## src/rtl/music_sequencer.sv

```systemverilog
// Song sequencer: fetches note/duration byte pairs from song memory and plays each note
// for duration * tick_cycles clock cycles, with pause, stop, looping and end-marker handling.
module music_sequencer #(
  parameter int unsigned IDX_W = 7,
  parameter int unsigned DUR_W = 8
) (
  input  logic             clock,
  input  logic             reset,
  input  logic             start,
  input  logic             stop,
  input  logic             pause,
  input  logic             loop_en,
  input  logic [23:0]      tick_cycles,
  output logic             mem_req,
  output logic [IDX_W:0]   mem_addr,
  input  logic [7:0]       mem_rdata,
  input  logic             mem_valid,
  output logic [7:0]       note,
  output logic             playing,
  output logic [IDX_W-1:0] note_idx,
  output logic             song_done
);

  typedef enum logic [1:0] {StIdle, StFetchNote, StFetchDur, StPlay} state_t;

  state_t           state;
  logic [7:0]       play_note;
  logic [DUR_W-1:0] dur;
  logic [DUR_W-1:0] tick_cnt;
  logic [23:0]      cyc_cnt;
  logic [23:0]      tick_len;

  logic             rd_done;
  logic [IDX_W-1:0] idx_next;
  logic [DUR_W-1:0] rd_dur;

  // mem_valid only counts while a request is actually outstanding
  assign rd_done  = mem_req & mem_valid;
  assign idx_next = note_idx + 1'b1;
  assign rd_dur   = DUR_W'(mem_rdata);

  always_ff @(posedge clock or posedge reset) begin
    if (reset) begin
      state     <= StIdle;
      note      <= 8'h00;
      playing   <= 1'b0;
      mem_req   <= 1'b0;
      mem_addr  <= '0;
      note_idx  <= '0;
      song_done <= 1'b0;
      play_note <= 8'h00;
      dur       <= '0;
      tick_cnt  <= '0;
      cyc_cnt   <= '0;
      tick_len  <= 24'd1;
    end else begin
      song_done <= 1'b0;
      if (stop) begin
        state    <= StIdle;
        note     <= 8'h00;
        playing  <= 1'b0;
        mem_req  <= 1'b0;
        mem_addr <= '0;
      end else begin
        case (state)
          StIdle: begin
            if (start) begin
              note_idx <= '0;
              tick_len <= (tick_cycles == 24'd0) ? 24'd1 : tick_cycles;
              state    <= StFetchNote;
              playing  <= 1'b1;
              mem_req  <= 1'b1;
              mem_addr <= '0;
            end
          end
          StFetchNote: begin
            if (rd_done) begin
              if (mem_rdata == 8'hFF) begin
                if (loop_en) begin
                  note_idx <= '0;
                  mem_addr <= '0;
                end else begin
                  song_done <= 1'b1;
                  note      <= 8'h00;
                  state     <= StIdle;
                  playing   <= 1'b0;
                  mem_req   <= 1'b0;
                end
              end else begin
                play_note <= mem_rdata;
                state     <= StFetchDur;
                mem_addr  <= {note_idx, 1'b1};
              end
            end
          end
          StFetchDur: begin
            if (rd_done) begin
              dur      <= (rd_dur == '0) ? DUR_W'(1) : rd_dur;
              note     <= play_note;
              tick_cnt <= '0;
              cyc_cnt  <= '0;
              mem_req  <= 1'b0;
              state    <= StPlay;
            end
          end
          StPlay: begin
            note <= pause ? 8'h00 : play_note;
            if (!pause) begin
              if (cyc_cnt == tick_len - 24'd1) begin
                cyc_cnt <= '0;
                if (tick_cnt == dur - 1'b1) begin
                  note_idx <= idx_next;
                  state    <= StFetchNote;
                  mem_req  <= 1'b1;
                  mem_addr <= {idx_next, 1'b0};
                end else begin
                  tick_cnt <= tick_cnt + 1'b1;
                end
              end else begin
                cyc_cnt <= cyc_cnt + 24'd1;
              end
            end
          end
          default: state <= StIdle;
        endcase
      end
    end
  end

endmodule
```

## config.mk

```make
export PLATFORM = sky130hd
export DESIGN_NAME = music_sequencer
export DESIGN_NICKNAME = d
export VERILOG_FILES = /design/src/rtl/music_sequencer.sv
export SDC_FILE = /design/constraint.sdc
export NUM_CORES = 1
export LEC_CHECK = 0
export ABC_CLOCK_PERIOD_IN_PS = 7200
export BUFFER_PORTS_ARGS = -buffer_cell sky130_fd_sc_hd__buf_2
export CORE_ASPECT_RATIO = 0.5
export CORE_MARGIN = 5
export CORE_UTILIZATION = 45
export DETAILED_ROUTE_END_ITERATION = 10
export REMOVE_ABC_BUFFERS = 1
export SETUP_SLACK_MARGIN = 0.1
export SLEW_MARGIN = 20
export SYNTH_ARGS = -nofsm -noshare
export SYNTH_HDL_FRONTEND = slang
export SYNTH_SLANG_ARGS = --single-unit
```

## constraint.sdc

```tcl
create_clock -name clock -period 7.2 [get_ports clock]
set_clock_uncertainty 0.2 [all_clocks]
set_input_delay 0.36 -clock clock [delete_from_list [all_inputs] [get_ports clock]]
set_output_delay 0.36 -clock clock [all_outputs]
set_load 0.02 [all_outputs]
```

---- Yosys cells after proc, flatten, opt, wreduce, memory -nomap -nowiden ----
Index checks and enable logic that the tools add are counted.
word-level totals
  register bits after elaboration ......... 100
  bits of input ports ..................... 39
cells by class
  equality and inequality tests ........... 25
  multiplexer cells ....................... 62
  reductions and logical operators ........ 19
  add/subtract/negate cells ............... 5
  bitwise gates (word level) .............. 3
operators by type and width
  kind                                                                   count
  8-bit 2-to-1 mux                                                       19
  24-bit 2-to-1 mux                                                      4
  7-bit 2-to-1 mux                                                       7
  24-bit case mux with 2 select lines                                    1
  8-bit case mux with 3 select lines                                     2
  24-bit by 1-bit adder with 24-bit output (second input constant)       1
  24-bit equality test                                                   1
  24-bit zero test                                                       1
  3-bit != test (second input constant)                                  8
  24-bit by 1-bit subtractor with 24-bit output (second input constant)  1
  7-bit case mux with 3 select lines                                     1
  2-bit 2-to-1 mux                                                       9
  2-bit != test (second input constant)                                  9
  8-bit case mux with 2 select lines                                     1
  1-bit 2-to-1 mux                                                       15
  7-bit AND reduction                                                    2
  5-bit AND reduction                                                    2
  9-bit AND reduction                                                    1
  8-bit by 1-bit adder with 8-bit output (second input constant)         1
  8-bit equality test                                                    1
  8-bit equality test (second input constant)                            1
  8-bit zero test                                                        1
  4-bit != test (second input constant)                                  2
  2-bit case mux with 4 select lines                                     1
  other kinds (16)                                                       22

---- Longest topological paths before layout ----
  word-level depth ........................ 7
  gate-level depth with buffers ........... 14

---- Worst setup path after synthesis ----
Ideal clock, no wire load.
  kind .................................... reg-to-reg
  start point ............................. register tick_len[2]
  end point ............................... register mem_addr[2]
  period minus slack after synthesis ...... 3620 ps
  path slack .............................. 3580 ps
  arrival ................................. 3281 ps
  setup time .............................. 139 ps
  stages on the path, launching flop included .. 13
  cell sequence ........................... dfrtp_1 -> buf_6 -> or4_1 -> clkbuf_1 -> or4_4 -> or3_1 -> a2111oi_0 -> nand4b_1 -> nor2_1 -> a41oi_1 -> buf_4 -> a221oi_2 -> a211oi_2
between the ends
  cells in the longest elaborated chain, start to end .. 4
ends and longest elaborated chain
  item                                           RTL line  source
  from (decl)                                    31        logic [23:0] tick_len;
  from (signal assigned)                         69        tick_len <= (tick_cycles == 24'd0) ? 24'd1 : tick_cycles;
  24-bit by 1-bit subtractor with 24-bit output  109       if (cyc_cnt == tick_len - 24'd1) begin
  24-bit equality test                           109
  3-bit != test (no line)                        --
  7-bit AND reduction (no line)                  --
  to (signal assigned)                           92        mem_addr <= {note_idx, 1'b1};
  to (signal assigned)                           115       mem_addr <= {idx_next, 1'b0};
  to (decl)                                      15        output logic [IDX_W:0] mem_addr,
No other way between the ends.
A chain may end at the register's enable or synchronous reset.

---- Worst setup path after layout ----
  start point ............................. register tick_len[2]
  end point ............................... register cyc_cnt[8]
between the ends
  cells in the longest elaborated chain, start to end .. 5
ends and longest elaborated chain
  item                                           RTL line  source
  24-bit by 1-bit subtractor with 24-bit output  109
  24-bit equality test                           109
  24-bit 2-to-1 mux                              109
  24-bit 2-to-1 mux                              108       if (!pause) begin
  24-bit case mux with 2 select lines            65        case (state)
  to (signal assigned)                           120       cyc_cnt <= cyc_cnt + 24'd1;
  to (decl)                                      30        logic [23:0] cyc_cnt;
No other way between the ends. The select of a mux whose other input is x is not followed.

==> metrics.csv <==
metric,value,unit
first_global_vias,4883,
globalRoute.totalOverflow,0,
whs_path_cells,2,
clk_path_buf_depth,2,
vias_per_cell,5.70,
synth_top_area_cell,sky130_fd_sc_hd__dfrtp_1,
timing.fmax,0.247,GHz
antenna_violating_nets_post_route,0,
route.vias.total,5100,
iter_0_drt_violations,447,
multiInputGateArea,0.00342,mm2
power-per-cell-area,259,mW/mm2
final_number_of_max_transition_violations,0,
rr_worst_depth,10,
io_buffer_count,64,
htree_levels,3,
wl,14800,um
ys_dominant_reg_cell,sky130_fd_sc_hd__dfrtp_1,
rr_endpoint,cyc_cnt[8],
seq_area_frac_synth,0.406,
finalHoldViolations,0,
setup_repair_after_global_routing_missed_its_margin,false,
final_layout_size_suffix_gt1_frac,0.201,
initial_utilization,0.457,
worst-r2r-setup-slack,3.16,ns
final_nets,761,
final.setup.tns,0,ns
place_congestion,0.893,
post_cts.repair.setup_buffers,0,
grt_max_degree,75,
antennaDiodeCount,0,
finalCoreUtilization,0.513,
fillers,1242,
finalWorstPathRequiredPeriod,4.04,ns
timing.max_cap.violations,0,
floorplan.die.height,92.7,um
crit_slowest_cell,sky130_fd_sc_hd__nor4_2,
cp_max_stage_delay,0.71,ns
worstMarginPinSlew,0.939,ns
first_pass_iters,5,
cts_root_buffer,sky130_fd_sc_hd__clkbuf_16,
yosys.cell_types.count,70,
cts.sinks,100,
place_hpwl,11000,um
crit_path_max_fanout,17,
crit_path_start_kind,flop,
status,completed,
design.die.area,0.0163,mm2
design.core.area,0.0135,mm2
yosysWarnings,0,
synth_top_cell_area_share,0.402,
max-vdd-ir-drop,0.000119,V
synth_cells,665,
grt_first_pass_wirelength,24800,um
area_delta_synth_final,12.2,%
crit_path_end_kind,flop,
syn_avg_cell_area,9.26,um2
tritoncts,done,
ys_async_sr_fraction,1.00,
worstSetupPathType,flop to flop,
numCtsBuffers,9,
edff_count_synth,0,
report.final.setup_viol,0,
groute.usage.overall,0.185,
worst_hold_startpoint,tick_cycles[20],
timing.hold.worst.class,input port to flop,
synth_area_leaders,"sky130_fd_sc_hd__dfrtp_1, sky130_fd_sc_hd__mux2_2, sky130_fd_sc_hd__xnor2_1",
min_to,tick_len[20],
worstPathRequired,7.20,ns
num_rows,30,
path_cells,"nor4_2, and4_1, o211ai_1, a32o_1, o211a_1, nor4_2, buf_4, nor2_1, nor2_2, nor2_1",
cp.arrival,4.04,ns
post_synthesis_cell_area,0.00616,mm2
antenna_found_initial,0,
cp_num_buf_inv,1,
worstSkewPairLatency,0.36,ns
r2r-start,tick_len[2],
drc,0,
layout.area.seq,0.00250,mm2
count_of_pins_on_the_block_boundary,65,
die_x,175,um
drt-wirelength-per-cell,16.6,um
power_leakage,2.98,nW
largest_delay_share_family_worst_path,simple AND/OR/NAND/NOR gates,
ff_latch_count_synth,100,
max-slew-margin-rel,0.374,
clkTransAtPathRegs,0.08,ns
period_utilization,0.561,
-- worst max path at each step --
stage,to,start,slack (ns),depth (start not counted)
after CTS,cyc_cnt[8],tick_len[2],3.17,10
after detailed placement,cyc_cnt[13],tick_len[2],3.20,10
after global placement,cyc_cnt[21],tick_len[2],3.27,10
final,cyc_cnt[8],tick_len[2],3.16,10
after global routing,cyc_cnt[8],tick_len[2],2.84,10
after floorplan,mem_req,tick_len[2],3.12,9
-- layout make-up --
class	instances	share of cell area
clock buffer	9	0.0326
clock inverter	7	0.0121
inverter	25	0.0139
multi-input combinational	507	0.494
sequential	100	0.362
tap	176	0.0318
timing repair buffer	70	0.0532
-- routing by layer --
metal,GRT usage,vias up,routed length [um]
met5,0,-,0
met4,0.0357,0,146
met3,0.0408,10,720
met2,0.286,113,6510
met1,0.270,2468,7470
li1,-,2509,-
-- registers in the layout, summed over array words and instances, names as in the netlist, 2 cells and up --
name	cells
play_note	8
note	8
tick_len	24
state	2
dur	8
mem_addr	8
tick_cnt	8
cyc_cnt	24
note_idx	7
-- worst reg2reg max path, delay by kind of cell (launching register included) --
family | cells | cell delay [ns]
DFF | 1 | 0.49
buffers and inverters | 1 | 0.23
AOI/OAI and AO/OA | 3 | 0.66
and+or+nand+nor | 6 | 2.31
-- cells in the final DEF, fill, tap and decap left out, drive strengths merged, types with 6 or more instances in the layout --
cell type	n
a211oi	8
a21oi	21
a31oi	10
and3	8
and4	6
buf	69
clkbuf	9
dfrtp	99
ha	9
inv	28
mux2	40
nand2	46
nand2b	11
nand3	22
nand4	14
nor2	65
nor2b	9
nor3	17
nor4	19
o211ai	6
o21ai	50
o31ai	8
or3	12
or4	8
xnor2	34
xor2	23
-- report_power, final --
part           total, W  switching [W]  internal (W)
Clock          0.000497       0.000249      0.000248
Combinational  0.000524       0.000285      0.000239
Sequential     0.000772       0.000115      0.000656
-- cell families after synthesis --
group | Yosys count | share of synthesized area
simple gates | 256 | 0.218
compound gates | 141 | 0.156
flops | 100 | 0.406
xor+xnor | 58 | 0.0849
buf+inv | 58 | 0.0388
mux | 43 | 0.0780
fa+ha+maj | 9 | 0.0183
-- cells in the mapped netlist (3+ instances only) --
cell                        instances
sky130_fd_sc_hd__xnor2_1           34
sky130_fd_sc_hd__o2bb2ai_1          4
sky130_fd_sc_hd__nor2b_1            9
sky130_fd_sc_hd__a31oi_1           10
sky130_fd_sc_hd__a221oi_2           3
sky130_fd_sc_hd__nand3b_1           3
sky130_fd_sc_hd__a22o_1             3
sky130_fd_sc_hd__nand2_1           46
sky130_fd_sc_hd__buf_2              4
sky130_fd_sc_hd__or2_2              4
sky130_fd_sc_hd__buf_1              3
sky130_fd_sc_hd__o31ai_1            7
sky130_fd_sc_hd__clkbuf_1          22
sky130_fd_sc_hd__xor2_1            23
sky130_fd_sc_hd__a21oi_1           21
sky130_fd_sc_hd__nand3_1           22
sky130_fd_sc_hd__inv_1             25
sky130_fd_sc_hd__o21ai_0           26
sky130_fd_sc_hd__nand2b_1          11
sky130_fd_sc_hd__o21ai_1           24
sky130_fd_sc_hd__o211ai_1           6
sky130_fd_sc_hd__a211oi_2           3
sky130_fd_sc_hd__and2_1             3
sky130_fd_sc_hd__or3_1             12
sky130_fd_sc_hd__ha_1               9
sky130_fd_sc_hd__nor3_1            17
sky130_fd_sc_hd__nor2_1            64
sky130_fd_sc_hd__mux2i_1            3
sky130_fd_sc_hd__dfrtp_1           99
sky130_fd_sc_hd__or4_1              7
sky130_fd_sc_hd__mux2_2            39
sky130_fd_sc_hd__nand4_1           14
sky130_fd_sc_hd__nand4b_1           5
sky130_fd_sc_hd__nor4_1            17
sky130_fd_sc_hd__a211oi_1           5
sky130_fd_sc_hd__and3_1             8
sky130_fd_sc_hd__o211a_1            4
sky130_fd_sc_hd__a21o_1             3
sky130_fd_sc_hd__and4_1             6
-- metrics by stage --
| step | power [W] | hold slack, ns | worst slack [ns] | std cells | instance area, um2 |
|---|---|---|---|---|---|
| floorplan | 0.00115 | 0.218 | 3.12 | 632 | 6020 |
| global placement | 0.00129 | 0.148 | 3.27 | 877 | 6600 |
| detailed placement | 0.00130 | 0.154 | 3.20 | 877 | 6600 |
| CTS | 0.00180 | 0.0522 | 3.17 | 894 | 6920 |
| global route | 0.00190 | 0.0512 | 2.84 | 894 | 6920 |
| finish | 0.00179 | 0.0538 | 3.16 | 894 | 6920 |
-- repair_timing --
action / 4_1_cts / 5_1_grt
endpoints found under the hold margin: 26 / 0
resized for setup: 0 / 0
hold buffers: 1 / 0
endpoints found under the setup margin: 0 / 0
(Power assumes the default switching activity.)
